`src/rtl/port_alloc_pkg.sv`:
```
// Shared sizing and port-index constants for the switch allocator.
package port_alloc_pkg;

    localparam int NUM_CHANNEL  = 5;
    localparam int LOG_NUM_PORT = 3;

    typedef enum logic [LOG_NUM_PORT-1:0] {
        PORT_W      = 3'd0,
        PORT_E      = 3'd1,
        PORT_S      = 3'd2,
        PORT_N      = 3'd3,
        PORT_BYPASS = 3'd4
    } port_e;

endpackage

```
`src/rtl/port_alloc_rr_arbiter.sv`:
```
// Per-output round-robin arbiter: combinational, search starts at ptr and wraps.
// next_ptr is winner+1 (explicit wrap to 0), or ptr itself when nothing is granted.
module rr_arbiter
    import port_alloc_pkg::*;
#(
    parameter int N  = NUM_CHANNEL,
    parameter int LW = LOG_NUM_PORT
) (
    input  logic [N-1:0]  req,
    input  logic [LW-1:0] ptr,
    input  logic          en,
    output logic [N-1:0]  gnt,
    output logic [LW-1:0] next_ptr
);

    logic found;

    // Two passes: [ptr, N-1] first, then the wrapped range [0, ptr-1].
    always_comb begin
        gnt      = '0;
        next_ptr = ptr;
        found    = 1'b0;
        for (int i = 0; i < N; i++) begin
            if (!found && en && req[i] && (i >= int'(ptr))) begin
                found    = 1'b1;
                gnt[i]   = 1'b1;
                next_ptr = (i == N - 1) ? '0 : LW'(i + 1);
            end
        end
        for (int i = 0; i < N; i++) begin
            if (!found && en && req[i] && (i < int'(ptr))) begin
                found    = 1'b1;
                gnt[i]   = 1'b1;
                next_ptr = (i == N - 1) ? '0 : LW'(i + 1);
            end
        end
    end

endmodule

```
`src/rtl/port_alloc.sv`:
```
// Registered separable switch allocator, 1-cycle latency, stateless requests (losers re-present).
// Define ALLOC_DEFLECT_EN to deflect unmatched valid inputs onto free outputs in ascending order.
module port_alloc
    import port_alloc_pkg::*;
#(
    parameter int NUM_CHANNEL  = port_alloc_pkg::NUM_CHANNEL,
    parameter int LOG_NUM_PORT = port_alloc_pkg::LOG_NUM_PORT
) (
    input  logic                               clk,
    input  logic                               reset_n,
    input  logic [NUM_CHANNEL-1:0]             req_valid,
    input  logic [NUM_CHANNEL*NUM_CHANNEL-1:0] req_port,
    input  logic [NUM_CHANNEL-1:0]             port_avail,
    output logic [NUM_CHANNEL*NUM_CHANNEL-1:0] alloc_vector,
    output logic [NUM_CHANNEL-1:0]             grant,
    output logic                               alloc_valid
);

    localparam int N = NUM_CHANNEL;

    logic [N-1:0]            eff_req [N];
    logic [N-1:0]            sel     [N];
    logic [N-1:0]            col_req [N];
    logic [N-1:0]            col_gnt [N];
    logic [N-1:0]            row_nxt [N];
    logic [LOG_NUM_PORT-1:0] rr_ptr  [N];
    logic [LOG_NUM_PORT-1:0] rr_nxt  [N];
    logic [N*N-1:0]          vec_nxt;
    logic [N-1:0]            gnt_nxt;
`ifdef ALLOC_DEFLECT_EN
    logic [N-1:0]            free_port;
    logic                    taken;
`endif

    // Stage 1: each input keeps only its highest-index available productive port.
    always_comb begin
        for (int j = 0; j < N; j++) begin
            eff_req[j] = req_valid[j] ? (req_port[j*N +: N] & port_avail) : '0;
            sel[j]     = '0;
            for (int o = 0; o < N; o++) begin
                if (eff_req[j][o]) begin
                    sel[j]    = '0;
                    sel[j][o] = 1'b1;
                end
            end
        end
        for (int o = 0; o < N; o++) begin
            for (int j = 0; j < N; j++) begin
                col_req[o][j] = sel[j][o];
            end
        end
    end

    for (genvar o = 0; o < N; o++) begin : g_arb
        rr_arbiter #(
            .N  (N),
            .LW (LOG_NUM_PORT)
        ) u_arb (
            .req      (col_req[o]),
            .ptr      (rr_ptr[o]),
            .en       (port_avail[o]),
            .gnt      (col_gnt[o]),
            .next_ptr (rr_nxt[o])
        );
    end

    always_comb begin
        for (int j = 0; j < N; j++) begin
            for (int o = 0; o < N; o++) begin
                row_nxt[j][o] = col_gnt[o][j];
            end
        end
`ifdef ALLOC_DEFLECT_EN
        free_port = port_avail;
        for (int j = 0; j < N; j++) begin
            for (int o = 0; o < N; o++) begin
                if (row_nxt[j][o]) free_port[o] = 1'b0;
            end
        end
        // Deflection grants bypass the arbiters, so they never move rr_ptr.
        for (int j = 0; j < N; j++) begin
            taken = |row_nxt[j];
            if (req_valid[j] && !taken) begin
                for (int o = 0; o < N; o++) begin
                    if (!taken && free_port[o]) begin
                        row_nxt[j][o] = 1'b1;
                        free_port[o]  = 1'b0;
                        taken         = 1'b1;
                    end
                end
            end
        end
`endif
    end

    always_comb begin
        vec_nxt = '0;
        gnt_nxt = '0;
        for (int j = 0; j < N; j++) begin
            vec_nxt[j*N +: N] = row_nxt[j];
            gnt_nxt[j]        = |row_nxt[j];
        end
    end

    always_ff @(posedge clk or negedge reset_n) begin
        if (!reset_n) begin
            alloc_vector <= '0;
            grant        <= '0;
            alloc_valid  <= 1'b0;
            for (int o = 0; o < N; o++) rr_ptr[o] <= '0;
        end else begin
            alloc_vector <= vec_nxt;
            grant        <= gnt_nxt;
            alloc_valid  <= |gnt_nxt;
            for (int o = 0; o < N; o++) rr_ptr[o] <= rr_nxt[o];
        end
    end

endmodule

```
`config.mk`:
```
export PLATFORM = sky130hd
export DESIGN_NAME = port_alloc
export DESIGN_NICKNAME = d
export VERILOG_FILES = /design/src/rtl/port_alloc_pkg.sv /design/src/rtl/port_alloc_rr_arbiter.sv /design/src/rtl/port_alloc.sv
export SDC_FILE = /design/constraint.sdc
export NUM_CORES = 1
export LEC_CHECK = 0
export BUFFER_PORTS_ARGS = -buffer_cell sky130_fd_sc_hd__buf_2
export CAP_MARGIN = 20
export CORE_ASPECT_RATIO = 1.75
export CORE_MARGIN = 4
export CORE_UTILIZATION = 55
export DETAILED_ROUTE_END_ITERATION = 16
export PLACE_DENSITY = 0.81
export SLEW_MARGIN = 20
export SYNTH_ARGS = -nofsm -noshare
export SYNTH_HDL_FRONTEND = slang
export SYNTH_SLANG_ARGS = --single-unit
```
`constraint.sdc`:
```
create_clock -name clk -period 4.96 [get_ports clk]
set_input_delay 0.992 -clock clk [delete_from_list [all_inputs] [get_ports clk]]
set_output_delay 0.992 -clock clk [all_outputs]
set_load 0.01 [all_outputs]
```
### Word-level counts from Yosys, hierarchy flattened

Cells that the tools add are included.

| word-level totals | value |
|---|---|
| bits in registers | 46 |
| input port bits | 37 |
| output and inout port bits | 31 |
| word-level logic and storage cells | 434 |

| cells by class | value |
|---|---|
| $lt $le $gt $ge | 50 |
| mux-type cells | 170 |
| bitwise logic cells | 5 |
| reductions and logical operators | 201 |

Operators by type and width:

| cell | count |
|---|---|
| $mux 3 | 50 |
| $logic_and 1x1->1 | 145 |
| $mux 5 | 24 |
| $mux 1 | 95 |
| $reduce_bool 10->1 | 5 |
| $logic_not 1->1 | 45 |
| $ge 1x3->1 const A | 10 |
| $ge 2x3->1 const A | 10 |
| $lt 1x3->1 const A | 10 |
| $lt 2x3->1 const A | 10 |
| $and 5x5->5 | 5 |
| $reduce_or 25->1 | 1 |
| $reduce_or 5->1 | 5 |
| $ge 3x3->1 const A | 5 |
| $lt 3x3->1 const A | 5 |
| $mux 2 | 1 |

### Depth between registers and ports, before layout

| depth | value |
|---|---|
| depth after elaboration | 56 |
| gate-level depth with buffers | 10 |
| gate-level depth less buffers | 8 |

### Modules after synthesis

Synthesis repeated with hierarchy kept, for this count alone.

| unflattened totals | value |
|---|---|
| cells, all modules | 430 |
| area total of the unflattened synthesis | 3607.2 um^2 |

Modules (own cells, without submodules):

| module | instances | cells an instance | area an instance (um^2) | seq. area each (um^2) |
|---|---|---|---|---|
| rr_arbiter | 5 | 61 | 416.6 | 0.0 |
| port_alloc | 1 | 125 | 1524.0 | 1151.1 |

### Least setup slack after synthesis

No wires, ideal clock.

| timing path | value |
|---|---|
| kind | in2reg |
| start | input port port_avail[4] |
| end | register alloc_valid |
| library setup time | 139 ps |
| arrival | 3487 ps |
| data required time | 4821 ps |
| setup slack | 1334 ps |
| stages on the path | 10 |
| buffers on the path | 2 |
| cells stage by stage | buf_6 -> a21bo_1 -> buf_6 -> nor3b_4 -> o22ai_2 -> nor3b_1 -> a32o_2 -> or4_4 -> or4_1 -> or4_1 |

RTL lines:

| what | line | RTL |
|---|---|---|
| from (decl) | port_alloc.sv:13 | `input logic [NUM_CHANNEL-1:0] port_avail,` |
| to (signal assigned) | port_alloc.sv:114 | `alloc_valid <= \|gnt_nxt;` |
| to (decl) | port_alloc.sv:16 | `output logic alloc_valid` |

==> impl_metrics.tcl <==
set metrics [dict create \
    leakage_nw 1.66 \
    cpMostUsedCell "or4_1" \
    intPower_mw 0.690 \
    core_mm2 0.00534 \
    rsz0062_at_grt "false" \
    p_per_area_mw_per_mm2 319 \
    layout.nets 461 \
    drive_above_1_share_pct 23.3 \
    synth.distinct_cells 69 \
    antenna_found_initial 0 \
    yosysSeqAreaShare_pct 37.2 \
    period_needed_ns 3.73 \
    synthCells 362 \
    worstMarginPinSlew_ns 0.689 \
    rows 35 \
    finalPower_mw 1.13 \
    die-area_mm2 0.00693 \
    crit_buf_inv 1 \
    clock-skew-final_ns 0.00914 \
    place_congestion 0.949 \
    netSwitchingPower_mw 0.440 \
    cts_buffers 5 \
    crit_family "simple AND/OR/NAND/NOR gates" \
    cp-end-kind "register" \
    max_freq_mhz 268 \
    area_delta_synth_final_pct 14.4 \
    dieWidth_um 64.7 \
    grt_max_degree 47 \
    final_antenna_net_count 0 \
    postLayoutCoreUtil_pct 66.2 \
    clockBufferDepth 2 \
    slowest_stage "a2111oi_0" \
    io_pins 68 \
    clk_latency_ns 0.30 \
    dieHeight_um 107 \
    relSlewSlack_pct 53.6 \
    clk_pin_slew_ns 0.10 \
    diodes 0 \
    ys_seq_elements 46 \
    finalCritPeriodShare_pct 75.3 \
    syn_avg_cell_area_um2 8.54 \
    p_sw_share_pct 39.0 \
    grt_pass1_wl_um 15000 \
    yosys.area.top_type_share_pct 37.2 \
    crit_chain "buf_2, a21boi_1, nand2_1, a2111oi_0, nor3b_1, a32o_2, or4_4, or4_1, or4_1" \
    drtPass1Iterations 9 \
    arrival_ns 3.91 \
    timing.hold.ws_ns 0.661 \
    wire_per_inst_um 18.5 \
    hpwlAfterDp_um 7220 \
    num_vias 3287 \
    cts_tree "yes" \
    htree_levels 2 \
    startpoint_type "primary input" \
    status "finished, final reports clean" \
    max_stage_delay_ns 0.53 \
    cts_setup_buffers 0 \
    initialDrtViolationCount 263 \
    async_flop_share_pct 100 \
    peakVddDrop_v 0.000186 \
    ys_warn_count 0 \
    grt_pass1_vias 3184 \
    hold_viol 0 \
    synth_edf_count 0 \
    grt.total_usage_pct 27.5 \
    seqPwrFrac_pct 46.0 \
    synth_nets 399 \
    synth_area_leaders "dfrtp_1 37%, nor2_1 3.6%, nor3_1 3.6%" \
    fin_tns_setup_ns 0 \
    synth_largest_area_cell "dfrtp_1" \
    cts_repair_resize_count 0 \
    pwr-share-comb_pct 33.1 \
    syn_area_mm2 0.00309 \
    hold_buffers 0 \
    crit_required_ns 5.14 \
    drv_cap 0 \
    drc 0 \
    vias_per_cell 6.59 \
    cts.sinks 46 \
    routed_wl_um 9260 \
    initial_core_util_pct 57.8 \
    setup_viol 0 \
    hp-class "reg2reg" \
    cts_root_buffer "clkbuf_8" \
    fill_cells 479 \
    synthFlopType "dfrtp_1" \
    critPathKind "in2reg" \
    clkPwrFrac_pct 20.9 \
    grt_overflow 0 \
    final-max-slew-violation-count 0 \
    crit_fanout 18 \
    io_buffers 67 \
]
[worst min-delay path, delay by kind of cell (launching register included)]
| kind | cells | cell delay, ns |
|---|---|---|
| DFF | 1 | 0.45 |
| and+or+nand+nor | 1 | 0.12 |
| AOI/OAI and AO/OA | 1 | 0.05 |
[cells in the mapped netlist (3+ instances only)]
| cell type | count |
|---|---|
| o21ai_0 | 17 |
| a21oi_1 | 21 |
| nand4bb_1 | 3 |
| or4_1 | 6 |
| a22oi_1 | 4 |
| or2_2 | 3 |
| o22ai_1 | 5 |
| nand2_1 | 29 |
| and3_1 | 5 |
| nor2_1 | 30 |
| nand2b_1 | 4 |
| a31oi_1 | 6 |
| o21ai_1 | 3 |
| nor3_1 | 22 |
| inv_1 | 16 |
| o21a_1 | 4 |
| a21boi_1 | 5 |
| nor2b_1 | 4 |
| clkbuf_1 | 6 |
| nand3_1 | 16 |
| nor4_1 | 7 |
| buf_6 | 4 |
| and2_1 | 5 |
| a21bo_2 | 4 |
| or3_1 | 9 |
| nand4_1 | 9 |
| o211ai_1 | 3 |
| o211a_1 | 3 |
| a31o_2 | 4 |
| dfrtp_1 | 46 |
| a22o_1 | 4 |
| a21boi_0 | 3 |
| o21bai_1 | 4 |
[power groups by stage]
stage                     clock network, mW  logic, mW  registers (mW)
after global routing                  0.258      0.417           0.525
after detailed placement                  0      0.366           0.523
after floorplan                           0      0.277           0.490
after global placement                    0      0.361           0.523
final                                 0.236      0.374           0.519
after CTS                             0.241      0.369           0.515
[flip-flops by register name, summed over array words and instances, names as in the netlist]
signal        count
alloc_valid       1
alloc_vector     25
grant             5
rr_ptr           15
[cell usage in the layout, fill, tap and decap left out, types with 5 or more instances in the layout]
| master | instances |
|---|---|
| buf_2 | 66 |
| dfrtp_1 | 46 |
| nor2_1 | 30 |
| nand2_1 | 29 |
| nor3_1 | 22 |
| a21oi_1 | 21 |
| o21ai_0 | 17 |
| inv_1 | 16 |
| nand3_1 | 16 |
| nand4_1 | 9 |
| or3_1 | 9 |
| nor4_1 | 7 |
| a31oi_1 | 6 |
| or4_1 | 6 |
| a21boi_1 | 5 |
| and3_1 | 5 |
| and2_1 | 5 |
| o22ai_1 | 5 |
| clkbuf_8 | 5 |
[stage by stage]
step	instances	area, um^2	setup WS [ns]
after floorplan	362	3090	1.33
after global placement	491	3440	1.03
after detailed placement	491	3440	0.992
after CTS	499	3530	1.29
after global routing	499	3540	1.06
final	499	3540	1.23
[worst paths after layout]
kind                                        startpoint                         to  slack, ns  depth (start not counted)
worst max register to register  rr_ptr[11]$_DFFE_PN0P_      alloc_valid$_DFF_PN0_       1.93                          6
max in group asynchronous                      reset_n  alloc_vector[8]$_DFF_PN0_       3.89                          1
worst min-delay path             rr_ptr[3]$_DFFE_PN0P_      rr_ptr[3]$_DFFE_PN0P_       0.66                          2
min in group asynchronous                      reset_n      rr_ptr[9]$_DFFE_PN0P_       0.67                          1
worst min register to register   rr_ptr[3]$_DFFE_PN0P_      rr_ptr[3]$_DFFE_PN0P_       0.66                          2
worst max-delay path                     port_avail[4]      alloc_valid$_DFF_PN0_       1.23                          9
[cell families (layout without fill, tap and decap cells)]
family                 Yosys count  in the layout  synth area share [%]
AOI/OAI and AO/OA              114            114                  26.0
DFF                             46             46                  37.2
buffers and inverters           28             91                  4.45
and+or+nand+nor                174            174                  32.3
[area by class of cell]
cell class | count | area, um^2 | area share (%)
Clock buffer | 5 | 68.8 | 1.95
Clock inverter | 3 | 23.8 | 0.672
Inverter | 16 | 60.1 | 1.70
Multi-Input combinational cell | 288 | 1800 | 51.0
Sequential cell | 46 | 1150 | 32.6
Tap cell | 74 | 92.6 | 2.62
Timing Repair Buffer | 67 | 338 | 9.55
[layer usage]
metal / vias up / part of all wire (%) / GRT usage, %
met5: - / 0 / 0
met4: 0 / 5.3 / 17.7
met3: 46 / 7.1 / 4.19
met2: 200 / 50 / 46.8
met1: 1521 / 37 / 31.6
li1: 1520 / - / -
No activity file was read; power rests on OpenSTA's default activity.
